===== src/rtl/stepper_motion_ctrl.sv =====
// ---------------------------------------------------------------------------
// stepper_motion_ctrl
// Motion sequencer in front of a full-step bipolar stepper driver. It accepts
// absolute-position and homing commands over a valid/ready handshake. It then
// issues single-cycle step requests spaced P_STEP_DIV cycles apart, tracks the
// commanded position, and reports done/error.
//
// Ports
//   i_clk, i_rst_n   clock (shared with the driver), async active-low reset
//   i_cmd_valid      command present
//   o_cmd_ready      high only in IDLE; accept = valid && ready
//   i_cmd_home       1 = homing command (target ignored)
//   i_cmd_target     absolute target position 0..P_COUNT_LIMIT
//   i_abort          level; stops motion (ignored in IDLE)
//   i_pos_stat       driver status: 00 home, 01 at limit, 10 between
//   o_control        bit0 forward request, bit1 reverse request, bits3:2 = 0
//   o_position       commanded position counter
//   o_busy           high in every state except IDLE
//   o_done           1-cycle pulse on successful completion
//   o_err            1-cycle pulse on rejected command or homing timeout
// ---------------------------------------------------------------------------
module stepper_motion_ctrl #(
    parameter int P_COUNT_LIMIT  = 200,
    parameter int P_STEP_DIV     = 4,
    parameter int P_HOME_TIMEOUT = 204
) (
    input  logic       i_clk,
    input  logic       i_rst_n,
    input  logic       i_cmd_valid,
    output logic       o_cmd_ready,
    input  logic       i_cmd_home,
    input  logic [7:0] i_cmd_target,
    input  logic       i_abort,
    input  logic [1:0] i_pos_stat,
    output logic [3:0] o_control,
    output logic [7:0] o_position,
    output logic       o_busy,
    output logic       o_done,
    output logic       o_err
);

    localparam logic [7:0]  LIMIT    = 8'(P_COUNT_LIMIT);
    // STEP occupies one cycle and WAIT ends on the cycle where the divider
    // reads zero, so loading P_STEP_DIV-2 gives exactly P_STEP_DIV cycles.
    localparam logic [15:0] DIV_LOAD = 16'(P_STEP_DIV - 2);
    localparam logic [15:0] HOME_TO  = 16'(P_HOME_TIMEOUT);

    typedef enum logic [2:0] {
        S_IDLE   = 3'd0,
        S_CHECK  = 3'd1,
        S_STEP   = 3'd2,
        S_WAIT   = 3'd3,
        S_FINISH = 3'd4
    } state_t;

    state_t      state_q,  state_d;
    logic [7:0]  target_q, target_d;
    logic        home_q,   home_d;
    logic        dir_q,    dir_d;      // 1 = forward
    logic [7:0]  pos_q,    pos_d;
    logic [15:0] div_q,    div_d;
    logic [15:0] hcnt_q,   hcnt_d;
    logic        err_q,    err_d;

    // State register
    always_ff @(posedge i_clk or negedge i_rst_n) begin
        if (!i_rst_n) begin
            state_q <= S_IDLE;
        end else begin
            state_q <= state_d;
        end
    end

    // Datapath registers
    always_ff @(posedge i_clk or negedge i_rst_n) begin
        if (!i_rst_n) begin
            target_q <= 8'd0;
            home_q   <= 1'b0;
            dir_q    <= 1'b0;
            pos_q    <= 8'd0;
            div_q    <= 16'd0;
            hcnt_q   <= 16'd0;
            err_q    <= 1'b0;
        end else begin
            target_q <= target_d;
            home_q   <= home_d;
            dir_q    <= dir_d;
            pos_q    <= pos_d;
            div_q    <= div_d;
            hcnt_q   <= hcnt_d;
            err_q    <= err_d;
        end
    end

    // Next-state logic; abort overrides everything outside IDLE
    always_comb begin
        state_d = state_q;
        case (state_q)
            S_IDLE: begin
                if (i_cmd_valid) state_d = S_CHECK;
                else             state_d = S_IDLE;
            end
            S_CHECK: begin
                if (i_abort)                 state_d = S_IDLE;
                else if (home_q)             state_d = S_STEP;
                else if (target_q > LIMIT)   state_d = S_IDLE;
                else if (target_q == pos_q)  state_d = S_FINISH;
                else                         state_d = S_STEP;
            end
            S_STEP: begin
                if (i_abort) state_d = S_IDLE;
                else         state_d = S_WAIT;
            end
            S_WAIT: begin
                if (i_abort)                    state_d = S_IDLE;
                else if (div_q != 16'd0)        state_d = S_WAIT;
                else if (home_q) begin
                    if (i_pos_stat == 2'b00)    state_d = S_FINISH;
                    else if (hcnt_q == HOME_TO) state_d = S_IDLE;
                    else                        state_d = S_STEP;
                end else begin
                    if (pos_q == target_q)      state_d = S_FINISH;
                    else                        state_d = S_STEP;
                end
            end
            S_FINISH: state_d = S_IDLE;
            default:  state_d = S_IDLE;
        endcase
    end

    // Datapath next values: command latch, position, divider, homing counter
    always_comb begin
        target_d = target_q;
        home_d   = home_q;
        dir_d    = dir_q;
        pos_d    = pos_q;
        div_d    = div_q;
        hcnt_d   = hcnt_q;
        err_d    = 1'b0;
        case (state_q)
            S_IDLE: begin
                if (i_cmd_valid) begin
                    target_d = i_cmd_target;
                    home_d   = i_cmd_home;
                end else begin
                    target_d = target_q;
                end
            end
            S_CHECK: begin
                if (home_q) begin
                    dir_d  = 1'b0;
                    hcnt_d = 16'd0;
                end else begin
                    dir_d = (target_q > pos_q);
                    err_d = !i_abort && (target_q > LIMIT);
                end
            end
            S_STEP: begin
                // The request goes out this cycle even under abort, so the
                // count is updated unconditionally.
                if (home_q)     hcnt_d = hcnt_q + 16'd1;
                else if (dir_q) pos_d  = pos_q + 8'd1;
                else            pos_d  = pos_q - 8'd1;
                div_d = DIV_LOAD;
            end
            S_WAIT: begin
                if (div_q != 16'd0) begin
                    div_d = div_q - 16'd1;
                end else if (!i_abort && home_q) begin
                    if (i_pos_stat == 2'b00)    pos_d = 8'd0;
                    else if (hcnt_q == HOME_TO) err_d = 1'b1;
                    else                        pos_d = pos_q;
                end else begin
                    div_d = div_q;
                end
            end
            S_FINISH: begin
                pos_d = pos_q;
            end
            default: begin
                pos_d = pos_q;
            end
        endcase
    end

    // Output decode from the state register
    always_comb begin
        o_control   = 4'b0000;
        o_cmd_ready = (state_q == S_IDLE);
        o_busy      = (state_q != S_IDLE);
        o_done      = 1'b0;
        if (state_q == S_STEP) begin
            o_control = dir_q ? 4'b0001 : 4'b0010;
        end else begin
            o_control = 4'b0000;
        end
        // An abort seen in FINISH suppresses the completion pulse.
        if (state_q == S_FINISH) o_done = !i_abort;
        else                     o_done = 1'b0;
    end

    assign o_position = pos_q;
    assign o_err      = err_q;

endmodule

===== config.mk =====
export PLATFORM = sky130hd
export DESIGN_NAME = stepper_motion_ctrl
export DESIGN_NICKNAME = d
export VERILOG_FILES = /design/src/rtl/stepper_motion_ctrl.sv
export SDC_FILE = /design/constraint.sdc
export NUM_CORES = 1
export LEC_CHECK = 0
export ABC_AREA = 1
export ABC_CLOCK_PERIOD_IN_PS = 2800
export BUFFER_PORTS_ARGS = -buffer_cell sky130_fd_sc_hd__buf_2
export CAP_MARGIN = 20
export CORE_AREA = 2 2 80 82
export DETAILED_ROUTE_END_ITERATION = 16
export DIE_AREA = 0 0 82 84
export PLACE_DENSITY_LB_ADDON = 0.05
export SETUP_SLACK_MARGIN = 0.1
export SYNTH_ARGS = -nofsm -noshare
export SYNTH_HDL_FRONTEND = slang
export SYNTH_SLANG_ARGS = --single-unit

===== constraint.sdc =====
create_clock -name i_clk -period 2.8 [get_ports i_clk]
set_clock_uncertainty 0.15 [all_clocks]
set_input_delay 0.84 -clock i_clk [delete_from_list [all_inputs] [get_ports i_clk]]
set_output_delay 0.84 -clock i_clk [all_outputs]
set_load 0.005 [all_outputs]

==> out/summary.txt <==
Logic pwr share - 56.6%
WP data arrival - 1.31 ns
# IOs - 31
Internal power - 1.98 mW
Worst Setup Path Type - reg2out
Clock Path Buffers - 2
Inserted Clock Buffers - 5
Final Hold Viols - 0
Die Y - 84 um
Max_slew headroom - 54.5%
Worst slew pin tran - 0.682 ns
Area delta synth->final - 8.43%
Fraction of layout cells with a size suffix above 1 - 9.39%
Final period util - 82.2%
Post-cts gate resize count - 0
Clock slew at reported path FFs - 0.10 ns
Site Rows - 29
Post-synthesis sequential area ratio - 38.1%
Routed vias - 3,211
DRT antenna net count - 0
Hold-fix buffer count after cts - 0
Clock share of power - 11.7%
LEAKAGE - 2.06 nW
Distinct cells, synth - 30
Slowest stage delay, CP - 0.37 ns
CP startpoint kind - flop
Post-route setup slack - 0.497 ns
Vias per Instance - 5.18
Crit-path cells - inv_1 > nand3_2 > nor2_1 > buf_2
Initial antenna violation count - 0
Wire per inst - 12.1 um
Fin. max-slew vios - 0
Place WS - 0.538 ns
Clk sink count - 54
# port buffers - 28
Setup TNS - 0 ns
Final core area utilization - 63.1%
Final setup violation count - 0
Root buf cell - clkbuf_8
Largest net degree at the start of global routing - 30
Post-synthesis cell count - 512
Yosys reg bits - 54
Detailed router's first-iteration violation count - 154
Fin crit period - 2.30 ns
Post-CTS setup buffers - 0
Filler Cell Count - 566
First drt pass iteration count - 4
Total die area - 0.00689 mm2
Synthesized cell area - 0.00355 mm2
Gpl congestion - 0.869
Pwr/cell area - 1010 mW/mm2
Starting density of the core - 58.2%
First-pass GRT wire length - 13,000 um
Peak supply drop - 493 uV
Vias in the first global route - 3,019
RSZ-0062 raised after global routing - no
GRT Util Overall - 23.7%
DP Wirelength - 5760 um
HP Class - reg2reg
Grt total ovfl - 0
H-Tree Depth - 2
Crit-path slowest cell - dfrtp_1
Nets - 576
Worst skew pair latency - 0.31 ns
Status - completed
Crit path max fanout - 7
Max-Cap Viols - 0
Antenna cells - 0
Ys Warns - 0
Number of remaining DRC errors - 0
Worst setup EP type - output pin
TritonCTS clock tree - yes
Core area - 0.00610 mm2
Switching part of the total - 49.0%
Die W - 82 um
Sequential Power Share - 31.7%
WL final - 7500 um
Syn_area_per_cell - 6.93 um2
NetSw - 1.90 mW
Worst endpoint required time - 1.81 ns
F_max - 434 MHz
worst max-delay path: cells and delay by family (launching register included):
kind                   cells  cell delay, ns
DFF                        1            0.37
and+or+nand+nor            2            0.35
buffers and inverters      2            0.30
power by group through the flow:
stage / clock network [mW] / logic (mW) / registers [mW]
after detailed placement: 0 / 2.20 / 1.25
after floorplan: 0 / 1.77 / 1.18
after global placement: 0 / 2.14 / 1.24
after CTS: 0.471 / 2.22 / 1.23
final: 0.456 / 2.20 / 1.23
after global routing: 0.498 / 2.57 / 1.26
kinds of logic after synthesis:
logic type      synth area share [%]
compound gates                  8.47
xor+xnor                        2.22
fa+ha+maj                       6.91
buf+inv                         9.10
flops                           38.1
mux                            0.635
other cells                    0.106
simple gates                    34.5
cell type report:
class	count	area (um2)	area share (%)
clock inverter	1	5.00	0.130
multi-input combinational	380	1880	48.8
inverter	72	270	7.03
timing repair buffer	29	160	4.16
sequential	54	1350	35.1
clock buffer	7	86.3	2.24
tap	77	96.3	2.50
Yosys cell counts:
| master | number | share of area, % |
|---|---|---|
| inv_1 | 70 | 7.4 |
| ha_1 | 18 | 6.3 |
| o21ai_0 | 29 | 4.1 |
| a21oi_1 | 18 | 2.5 |
| xnor2_1 | 2 | 0.49 |
| dfrtp_1 | 54 | 38 |
| a21o_1 | 1 | 0.21 |
| o22ai_1 | 2 | 0.35 |
| xor2_1 | 7 | 1.7 |
| nand2_1 | 153 | 16 |
| nand3_2 | 3 | 0.85 |
| inv_2 | 2 | 0.21 |
| nand3_1 | 45 | 6.3 |
| o21ai_1 | 4 | 0.56 |
| mux2_2 | 2 | 0.63 |
| buf_4 | 2 | 0.42 |
| buf_2 | 3 | 0.42 |
| or2_2 | 2 | 0.35 |
| nor3_1 | 3 | 0.42 |
| nand3b_1 | 2 | 0.42 |
| a32oi_1 | 1 | 0.25 |
| a21oi_4 | 1 | 0.46 |
| nand2_2 | 2 | 0.35 |
| nor2_2 | 3 | 0.53 |
| nor4_1 | 1 | 0.18 |
| nand4_1 | 8 | 1.4 |
| buf_6 | 2 | 0.63 |
| conb_1 | 1 | 0.11 |
| fa_1 | 1 | 0.56 |
| nor2_1 | 70 | 7.4 |
through the flow:
stage	power (mW)	hold WS [ns]	cell area, um2	instances
6_report	3.89	0.393	3850	620
5_1_grt	4.33	0.439	3850	620
4_1_cts	3.92	0.395	3850	620
3_5_place_dp	3.45	0.373	3750	612
3_3_place_gp	3.38	0.365	3750	612
2_1_floorplan	2.95	0.331	3550	513
flip-flops by register name, indices dropped and copies added (netlist names):
name        cells
state_q         3
target_q        8
hcnt_q         16
o_err           1
dir_q           1
div_q          16
o_position      8
home_q          1
metal layers:
| metal | share of wire, % | GRT usage, % | vias up | wire length [um] |
|---|---|---|---|---|
| met2 | 46 | 37.5 | 50 | 3440 |
| li1 | - | - | 1681 | - |
| met3 | 2.5 | 3.57 | 12 | 185 |
| met5 | 0 | 0 | - | 0 |
| met1 | 50 | 33.3 | 1468 | 3750 |
| met4 | 1.6 | 7.27 | 0 | 119 |
final timing paths:
kind	from	end	cells after the start	slack, ns
hold reg to reg	o_position[2]	o_position[2]	2	0.39
hold / removal	o_position[2]	o_position[2]	2	0.39
setup reg to reg	div_q[0]	div_q[14]	7	0.75
max in group asynchronous	i_rst_n	div_q[4]	2	1.52
min in group asynchronous	i_rst_n	o_position[4]	1	0.41
setup / recovery	state_q[2]	o_control[1]	4	0.50
layout by cell type (no fill, tap or decap), drive strengths merged:
cell / count
nand4: 8
buf: 29
ha: 18
a21o: 1
nor3: 3
or2: 2
clkbuf: 7
xnor2: 2
o21ai: 33
clkinv: 1
inv: 72
fa: 1
nand2: 155
dfrtp: 54
a32oi: 1
xor2: 7
nor2: 73
nand3b: 2
conb: 2
mux2: 2
o22ai: 2
nor4: 1
a21oi: 19
nand3: 48
Note: power is estimated with default switching activity, not from simulation.
